<file path="src/rtl/ex_muldiv_unit_pkg.sv">
// Shared types and constants for the EX-stage multiply/divide unit.
`default_nettype none

package ex_muldiv_unit_pkg;

  typedef enum logic [2:0] {
    MD_NONE  = 3'd0,
    MD_MULT  = 3'd1,
    MD_MULTU = 3'd2,
    MD_DIV   = 3'd3,
    MD_DIVU  = 3'd4,
    MD_MTHI  = 3'd5,
    MD_MTLO  = 3'd6,
    MD_RSVD  = 3'd7
  } md_op_t;

  typedef enum logic [1:0] {
    ST_IDLE   = 2'd0,
    ST_MUL    = 2'd1,
    ST_DIV    = 2'd2,
    ST_DIVFIX = 2'd3
  } md_state_t;

  localparam int DIV_ITERS   = 32;
  localparam int DIV_LATENCY = DIV_ITERS + 1;

  function automatic logic is_arith(md_op_t op);
    return (op == MD_MULT) || (op == MD_MULTU) || (op == MD_DIV) || (op == MD_DIVU);
  endfunction

endpackage

`default_nettype wire

</file>
<file path="src/rtl/ex_muldiv_unit_div_core.sv">
// Iterative restoring unsigned divider: loads on start, one quotient bit per cycle.
`default_nettype none

module md_div_core
  import ex_muldiv_unit_pkg::*;
(
  input  logic        clk,
  input  logic        rst,
  input  logic        start,
  input  logic [31:0] dividend,
  input  logic [31:0] divisor,
  output logic [31:0] quotient,
  output logic [31:0] remainder,
  output logic        valid
);

  logic [31:0] rem_q, quo_q, dvs_q;
  logic [5:0]  cnt_q;
  logic        act_q;
  logic [32:0] rem_sh_w, diff_w;

  // Shift the next dividend bit into the partial remainder and trial-subtract.
  assign rem_sh_w = {rem_q, quo_q[31]};
  assign diff_w   = rem_sh_w - {1'b0, dvs_q};

  always_ff @(posedge clk) begin
    if (rst) begin
      rem_q <= '0;
      quo_q <= '0;
      dvs_q <= '0;
      cnt_q <= '0;
      act_q <= 1'b0;
    end else if (start) begin
      rem_q <= '0;
      quo_q <= dividend;
      dvs_q <= divisor;
      cnt_q <= 6'(DIV_ITERS);
      act_q <= 1'b1;
    end else if (cnt_q != 6'd0) begin
      if (!diff_w[32]) begin
        rem_q <= diff_w[31:0];
        quo_q <= {quo_q[30:0], 1'b1};
      end else begin
        rem_q <= rem_sh_w[31:0];
        quo_q <= {quo_q[30:0], 1'b0};
      end
      cnt_q <= cnt_q - 6'd1;
    end
  end

  assign quotient  = quo_q;
  assign remainder = rem_q;
  assign valid     = act_q & (cnt_q == 6'd0);

endmodule

`default_nettype wire

</file>
<file path="src/rtl/ex_muldiv_unit.sv">
// EX-stage multiply/divide unit owning HI/LO; mul/div run as multi-cycle background ops.
`default_nettype none

module ex_muldiv_unit
  import ex_muldiv_unit_pkg::*;
#(
  parameter int unsigned MUL_LATENCY = 5
) (
  input  logic        clk,
  input  logic        rst,
  input  logic        start,
  input  logic [2:0]  op,
  input  logic        flush,
  input  logic [31:0] a,
  input  logic [31:0] b,
  output logic        busy,
  output logic        stall_req,
  output logic        done,
  output logic [31:0] hi,
  output logic [31:0] lo
);

  localparam int CNT_W = 5;

  md_state_t        state_q, state_d;
  logic [CNT_W-1:0] cnt_q, cnt_d;
  logic [31:0]      a_q, b_q, hi_q, lo_q, hi_d, lo_d;
  logic             sgn_q, done_q;

  md_op_t      op_w;
  logic        accept_w, mul_acc_w, div_acc_w, signed_op_w;
  logic        mul_wr_w, div_wr_w;
  logic [63:0] ma_w, mb_w, prod_w;
  logic [31:0] dvd_w, dvs_w, quo_w, rem_w;
  logic        div_valid_w, q_neg_w, r_neg_w;

  assign op_w        = md_op_t'(op);
  assign accept_w    = start & ~flush & (state_q == ST_IDLE);
  assign mul_acc_w   = accept_w & ((op_w == MD_MULT) | (op_w == MD_MULTU));
  assign div_acc_w   = accept_w & ((op_w == MD_DIV) | (op_w == MD_DIVU));
  assign signed_op_w = (op_w == MD_MULT) | (op_w == MD_DIV);

  // Divider works on magnitudes; signs are reapplied in DIVFIX from the latched operands.
  assign dvd_w = (signed_op_w & a[31]) ? -a : a;
  assign dvs_w = (signed_op_w & b[31]) ? -b : b;

  md_div_core u_div (
    .clk       (clk),
    .rst       (rst),
    .start     (div_acc_w),
    .dividend  (dvd_w),
    .divisor   (dvs_w),
    .quotient  (quo_w),
    .remainder (rem_w),
    .valid     (div_valid_w)
  );

  assign ma_w    = {{32{sgn_q & a_q[31]}}, a_q};
  assign mb_w    = {{32{sgn_q & b_q[31]}}, b_q};
  assign prod_w  = ma_w * mb_w;
  assign q_neg_w = sgn_q & (a_q[31] ^ b_q[31]);
  assign r_neg_w = sgn_q & a_q[31];

  always_ff @(posedge clk) begin
    if (rst) state_q <= ST_IDLE;
    else     state_q <= state_d;
  end

  always_comb begin
    state_d = state_q;
    cnt_d   = cnt_q;
    case (state_q)
      ST_IDLE: begin
        if (mul_acc_w) begin
          state_d = ST_MUL;
          cnt_d   = CNT_W'(MUL_LATENCY - 1);
        end else if (div_acc_w) begin
          state_d = ST_DIV;
          cnt_d   = CNT_W'(DIV_ITERS - 1);
        end
      end
      ST_MUL: begin
        if (cnt_q == '0) state_d = ST_IDLE;
        else             cnt_d   = cnt_q - 1'b1;
      end
      ST_DIV: begin
        if (cnt_q == '0) state_d = ST_DIVFIX;
        else             cnt_d   = cnt_q - 1'b1;
      end
      ST_DIVFIX: state_d = ST_IDLE;
      default:   state_d = ST_IDLE;
    endcase
  end

  always_comb begin
    busy      = (state_q != ST_IDLE);
    stall_req = busy | (start & is_arith(op_w));
    mul_wr_w  = (state_q == ST_MUL) && (cnt_q == '0);
    div_wr_w  = (state_q == ST_DIVFIX) && div_valid_w;
  end

  always_comb begin
    hi_d = hi_q;
    lo_d = lo_q;
    if (accept_w && (op_w == MD_MTHI)) hi_d = a;
    if (accept_w && (op_w == MD_MTLO)) lo_d = a;
    if (mul_wr_w) begin
      hi_d = prod_w[63:32];
      lo_d = prod_w[31:0];
    end
    if (div_wr_w) begin
      if (b_q == '0) begin
        lo_d = 32'hFFFF_FFFF;
        hi_d = a_q;
      end else begin
        lo_d = q_neg_w ? -quo_w : quo_w;
        hi_d = r_neg_w ? -rem_w : rem_w;
      end
    end
  end

  always_ff @(posedge clk) begin
    if (rst) begin
      cnt_q  <= '0;
      a_q    <= '0;
      b_q    <= '0;
      sgn_q  <= 1'b0;
      hi_q   <= '0;
      lo_q   <= '0;
      done_q <= 1'b0;
    end else begin
      cnt_q  <= cnt_d;
      hi_q   <= hi_d;
      lo_q   <= lo_d;
      done_q <= mul_wr_w | div_wr_w;
      if (mul_acc_w | div_acc_w) begin
        a_q   <= a;
        b_q   <= b;
        sgn_q <= signed_op_w;
      end
    end
  end

  assign done = done_q;
  assign hi   = hi_q;
  assign lo   = lo_q;

endmodule

`default_nettype wire

</file>
<file path="config.mk">
export PLATFORM = sky130hd
export DESIGN_NAME = ex_muldiv_unit
export DESIGN_NICKNAME = d
export VERILOG_FILES = /design/src/rtl/ex_muldiv_unit_pkg.sv /design/src/rtl/ex_muldiv_unit_div_core.sv /design/src/rtl/ex_muldiv_unit.sv
export SDC_FILE = /design/constraint.sdc
export NUM_CORES = 2
export LEC_CHECK = 0
export CORE_ASPECT_RATIO = 1.25
export CORE_MARGIN = 10
export CORE_UTILIZATION = 60
export DETAILED_ROUTE_END_ITERATION = 8
export PLACE_DENSITY = 0.8
export SETUP_SLACK_MARGIN = 0.15
export SLEW_MARGIN = 10
export SYNTH_ARGS = -nofsm -noshare
export SYNTH_HDL_FRONTEND = slang
export SYNTH_SLANG_ARGS = --single-unit
</file>
<file path="constraint.sdc">
create_clock -name clk -period 27.2 [get_ports clk]
set_input_delay 8.16 -clock clk [delete_from_list [all_inputs] [get_ports clk]]
set_output_delay 8.16 -clock clk [all_outputs]
set_load 0.01 [all_outputs]
</file>
Word-level counts from Yosys, hierarchy flattened:

Index checks and enable logic that the tools add are counted.

* flip-flop bits (word level): 240
* word-level logic and storage cells: 102
* input port bits: 71

* mux-type cells: 27
* equality and inequality tests: 13
* reductions and logical operators: 21
* multipliers: 1
* $add $sub $neg: 7
* bitwise gates (word level): 19

Operators by type and width (number)
* $mux W32: 15
* $neg A32 Y32: 4
* $mul A33 B33 Y64: 1
* $sub A33 B32 Y33: 1
* $logic_not A32 Y1: 1
* $mux W5: 3
* $mux W6: 2
* $and A1 B1 Y1: 11
* $pmux W5 S2: 1
* $eq A3 B3 Y1 const B: 3
* $mux W2: 4
* $pmux W2 S4: 1
* $eq A3 B2 Y1 const B: 2
* $logic_not A6 Y1: 1
* $ne A2 B2 Y1 const B: 3
* $or A1 B1 Y1: 6
* $reduce_and A3 Y1: 2
* $reduce_bool A2 Y1: 3
* $reduce_bool A3 Y1: 2
* $reduce_bool A6 Y1: 1
* $sub A6 B1 Y6 const B: 1
* $logic_not A5 Y1: 1
* $sub A5 B1 Y5 const B: 1
* $eq A2 B2 Y1 const B: 2
* 10 further kinds: 16

Logic depth before layout (Yosys ltp):

* depth in word-level cells: 7
* gate-level depth with buffers: 33
* depth with buffers taken out: 28

Cells and area by module:

From an unflattened synthesis, not the netlist that was laid out.

* cells, all modules: 6344
* area, all modules: 53261.1 um2

By module, submodules not included
* ex_muldiv_unit: cells an instance 5518, area an instance 47066.4 um2, times used 1, sequential area each 2742.6 um2
* md_div_core: cells an instance 826, area an instance 6194.7 um2, times used 1, sequential area each 2062.0 um2

Worst setup path before layout:

OpenSTA, ideal clock, no wires.

* path kind: input port to output port
* from: in op[0]
* to: out stall_req
* setup slack: 10.457 ns
* data arrival time: 8.583 ns
* buffers on the path: 0
* required time: 19.040 ns
* cell stages on the path: 4
* path through: nor2_1 xnor2_1 nand2_1 nand2_1

* word-level cells in the longest chain between the ends: 6

Ends and longest elaborated chain
* from (decl): line ex_muldiv_unit.sv:12 `input logic [2:0] op,`
* $eq A3 B1 Y1 / $eq A3 B2 Y1 (equally long branches): line ex_muldiv_unit_pkg.sv:28 `return (op == MD_MULT) || (op == MD_MULTU) || (op == MD_DIV) || (op == MD_DIVU);`
* $logic_or A1 B1 Y1 (2 in a row): line ex_muldiv_unit_pkg.sv:28
* $logic_or A1 B1 Y1 (*): line ex_muldiv_unit_pkg.sv:28
* $and A1 B1 Y1 (*): line ex_muldiv_unit.sv:97 `stall_req = busy | (start & is_arith(op_w));`
* $or A1 B1 Y1 (*): line ex_muldiv_unit.sv:97
* to (decl): line ex_muldiv_unit.sv:17 `output logic stall_req,`

Every way passes the cells marked *; elsewhere a longest branch is shown, timed or not.

Final worst setup path:

Same ends and word-level chain as after synthesis.

==> impl_results.md <==
* DP HPWL at 121 mm
* Number of synthesized flops with an enable pin at 0
* Setup crit start kind: input port
* Pre-CTS setup slack at 9.39 ns
* Worst Clk Skew at 0.0346 ns
* Clk_lat worst skew at 0.57 ns
* Final setup viols at 0
* Register area share after synthesis at 9.10%
* Clk pin slew, worst setup/hold paths at 0.06 ns
* Row count at 121
* PD cells at 35.0 mW/mm2
* Share of cells above drive strength 1 at 2.91%
* #FFs+latches synth at 240
* Port Buf Inserts at 137
* Max VDD drop at 0.0000797 V
* R2R cell count at 26
* Area delta synth->final at 5.44%
* CTS Buf Count at 25
* Leak pwr at 0.0259 uW
* Post-route clock period utilization at 65.5%
* Max Slew Vio Count at 0
* Post-CTS Hold Buffers at 0
* Initial core utilization at 60.6%
* Routed vias/inst at 5.96
* Root buf cell: clkbuf_16
* Chip width at 285 um
* R2R Path End: hi[31]$_SDFFE_PP0P_
* Remaining antenna violation count at 0
* Min Tclk post-route at 17.82 ns
* Clk buf depth at 3
* Syn Nets at 7716
* Hold path endpoint: b_q[13]$_SDFFE_PP0P_
* Reg2Reg Launch Point: a_q[10]$_SDFFE_PP0P_
* Hold path depth at 2
* Final setup margin at 9.38 ns
* Max Cap Viol at 0
* Vias at 43468
* Critical path class: in -> out
* Residual DRC at 0
* Die area at 0.100 mm2
* CTS resizes at 0
* Crit path DAT at 9.66 ns
* Max Fclk at 0.0561 GHz
* Post-synth top flop: dfxtp_1
* Die Ht at 352 um
* Clock tree from TritonCTS: built
* Hold/Removal Path Class: reg -> reg
* YS warnings at 0
* Largest net degree at the start of global routing at 82
* Mapped cell area at 0.0528 mm2
* RSZ-0062 raised after global routing: no
* H-tree level count at 1
* Worst EP required at 19.04 ns
* Post-DR wirelength/cell at 21.3 um
* Clk sink count at 240
* Cell count after synthesis at 6262
* Hold Vio Cnt, Final at 0
* Reg2Reg Setup Slack at 17.29 ns
* Vias in the first global route at 46455
* Synth Area per Inst at 8.43 um2
* TNS Setup at 0 ns
* Initial detailed-routing violation count at 3821
* FFs w/ async S/R, synth at 0%
* Post-CTS Setup Repair Bufs at 0
* Final RePlAce weighted congestion at 0.993
* GRT Util Overall at 31.3%
* Final wirelength at 155 mm
* IO Count at 138
* Status: completed
* Post-synthesis cell type count at 72
* Gr ovfl total at 0
* Max FO, Critical Path at 5
* First drt pass iteration count at 6
* Worst rel slew slack at 21.4%
* Worst slew pin tran at 1.18 ns
* Setup crit end kind: output port
* First-pass GRT wire length at 248 mm
* Initial antenna violation count at 8
* Layout Nets at 7557
* Hold path start: b_q[13]$_SDFFE_PP0P_
* Area of the core at 0.0872 mm2
## stage by stage
stage	power, uW	cell area (um2)	cells	util (%)	hold WS, ns
CTS	1920	55700	7289	63.8	0.453
global route	2060	55700	7291	63.8	0.467
global placement	1520	54800	7244	62.8	0.439
floorplan	1190	52800	6262	-	0.432
detailed placement	1550	54800	7244	62.8	0.446
finish	1950	55700	7294	63.8	0.451
## registers in the layout, indices dropped and copies added, names as in the netlist, 5 cells and up
| name | count |
|---|---|
| u_div.quotient | 32 |
| a_q | 32 |
| u_div.cnt_q | 6 |
| b_q | 32 |
| cnt_q | 5 |
| lo | 32 |
| u_div.dvs_q | 32 |
| hi | 32 |
| u_div.remainder | 32 |
## Yosys cell counts (75+ instances only)
library cell / number / share of area [%]
a21oi_1: 313 / 3.0
and2_1: 358 / 4.2
clkbuf_1: 396 / 2.8
dfxtp_1: 240 / 9.1
fa_1: 1126 / 43
ha_1: 257 / 6.1
inv_1: 1200 / 8.5
nand2_1: 1080 / 7.7
nor2_1: 272 / 1.9
o21ai_0: 149 / 1.4
xnor2_1: 133 / 2.2
xor2_1: 75 / 1.2
## worst max-delay path by stage
stage	slack [ns]	cells after the start	endpoint	from
final	9.38	6	stall_req	op[0]
after global routing	9.27	6	stall_req	op[0]
after CTS	9.39	6	stall_req	op[0]
after detailed placement	9.39	6	stall_req	op[0]
after global placement	9.36	6	stall_req	op[0]
after floorplan	10.46	4	stall_req	op[0]
## per-layer routing
metal	wire [um]	track usage, %	share of wire, %
met5	0	0	0
met3	13100	5.00	8.4
met1	53500	36.2	35
met4	11500	19.6	7.4
met2	76900	54.1	50
## kinds of logic (layout without fill, tap and decap cells)
logic type / after synthesis / after routing / share of synthesized area, %
xor+xnor: 208 / 208 / 3.45
flops: 240 / 240 / 9.10
fa+ha+maj: 1383 / 1383 / 48.8
mux: 25 / 25 / 0.474
compound gates: 822 / 822 / 9.82
simple gates: 1972 / 1972 / 16.9
other cells: 0 / 5 / 0
buf+inv: 1612 / 1471 / 11.5
## cell type report
cell class,instances,area [um2]
Multi-Input combinational cell,4410,42000
Fill cell,7338,31500
Sequential cell,240,4810
Inverter,1200,4500
Timing Repair Buffer,226,2040
Tap cell,1168,1460
Clock buffer,29,661
Clock inverter,16,211
Antenna cell,5,12.5
## cells in the final DEF, fill, tap and decap left out, drive strengths merged, types with 136 or more instances in the layout
master / n
a21oi: 313
nor2: 272
dfxtp: 240
clkdlybuf4s50: 136
o21ai: 150
fa: 1126
nand2: 1080
ha: 257
inv: 1201
and2: 359
## where the power goes
part	switching (uW)	leakage [uW]	internal (uW)	total, uW
combinational	661	0.0235	396	1060
sequential	98.0	0.00196	417	515
clock	156	0.000435	221	378
total	916	0.0259	1030	1950
## critical path, cell delays in order
cell             delay (ns)
clkdlybuf4s50_1        0.46
nor2_1                 0.18
xnor2_1                0.14
nand2_1                0.07
nand2_1                0.08
clkdlybuf4s50_1        0.56
Note: power is estimated with default switching activity, not from simulation.
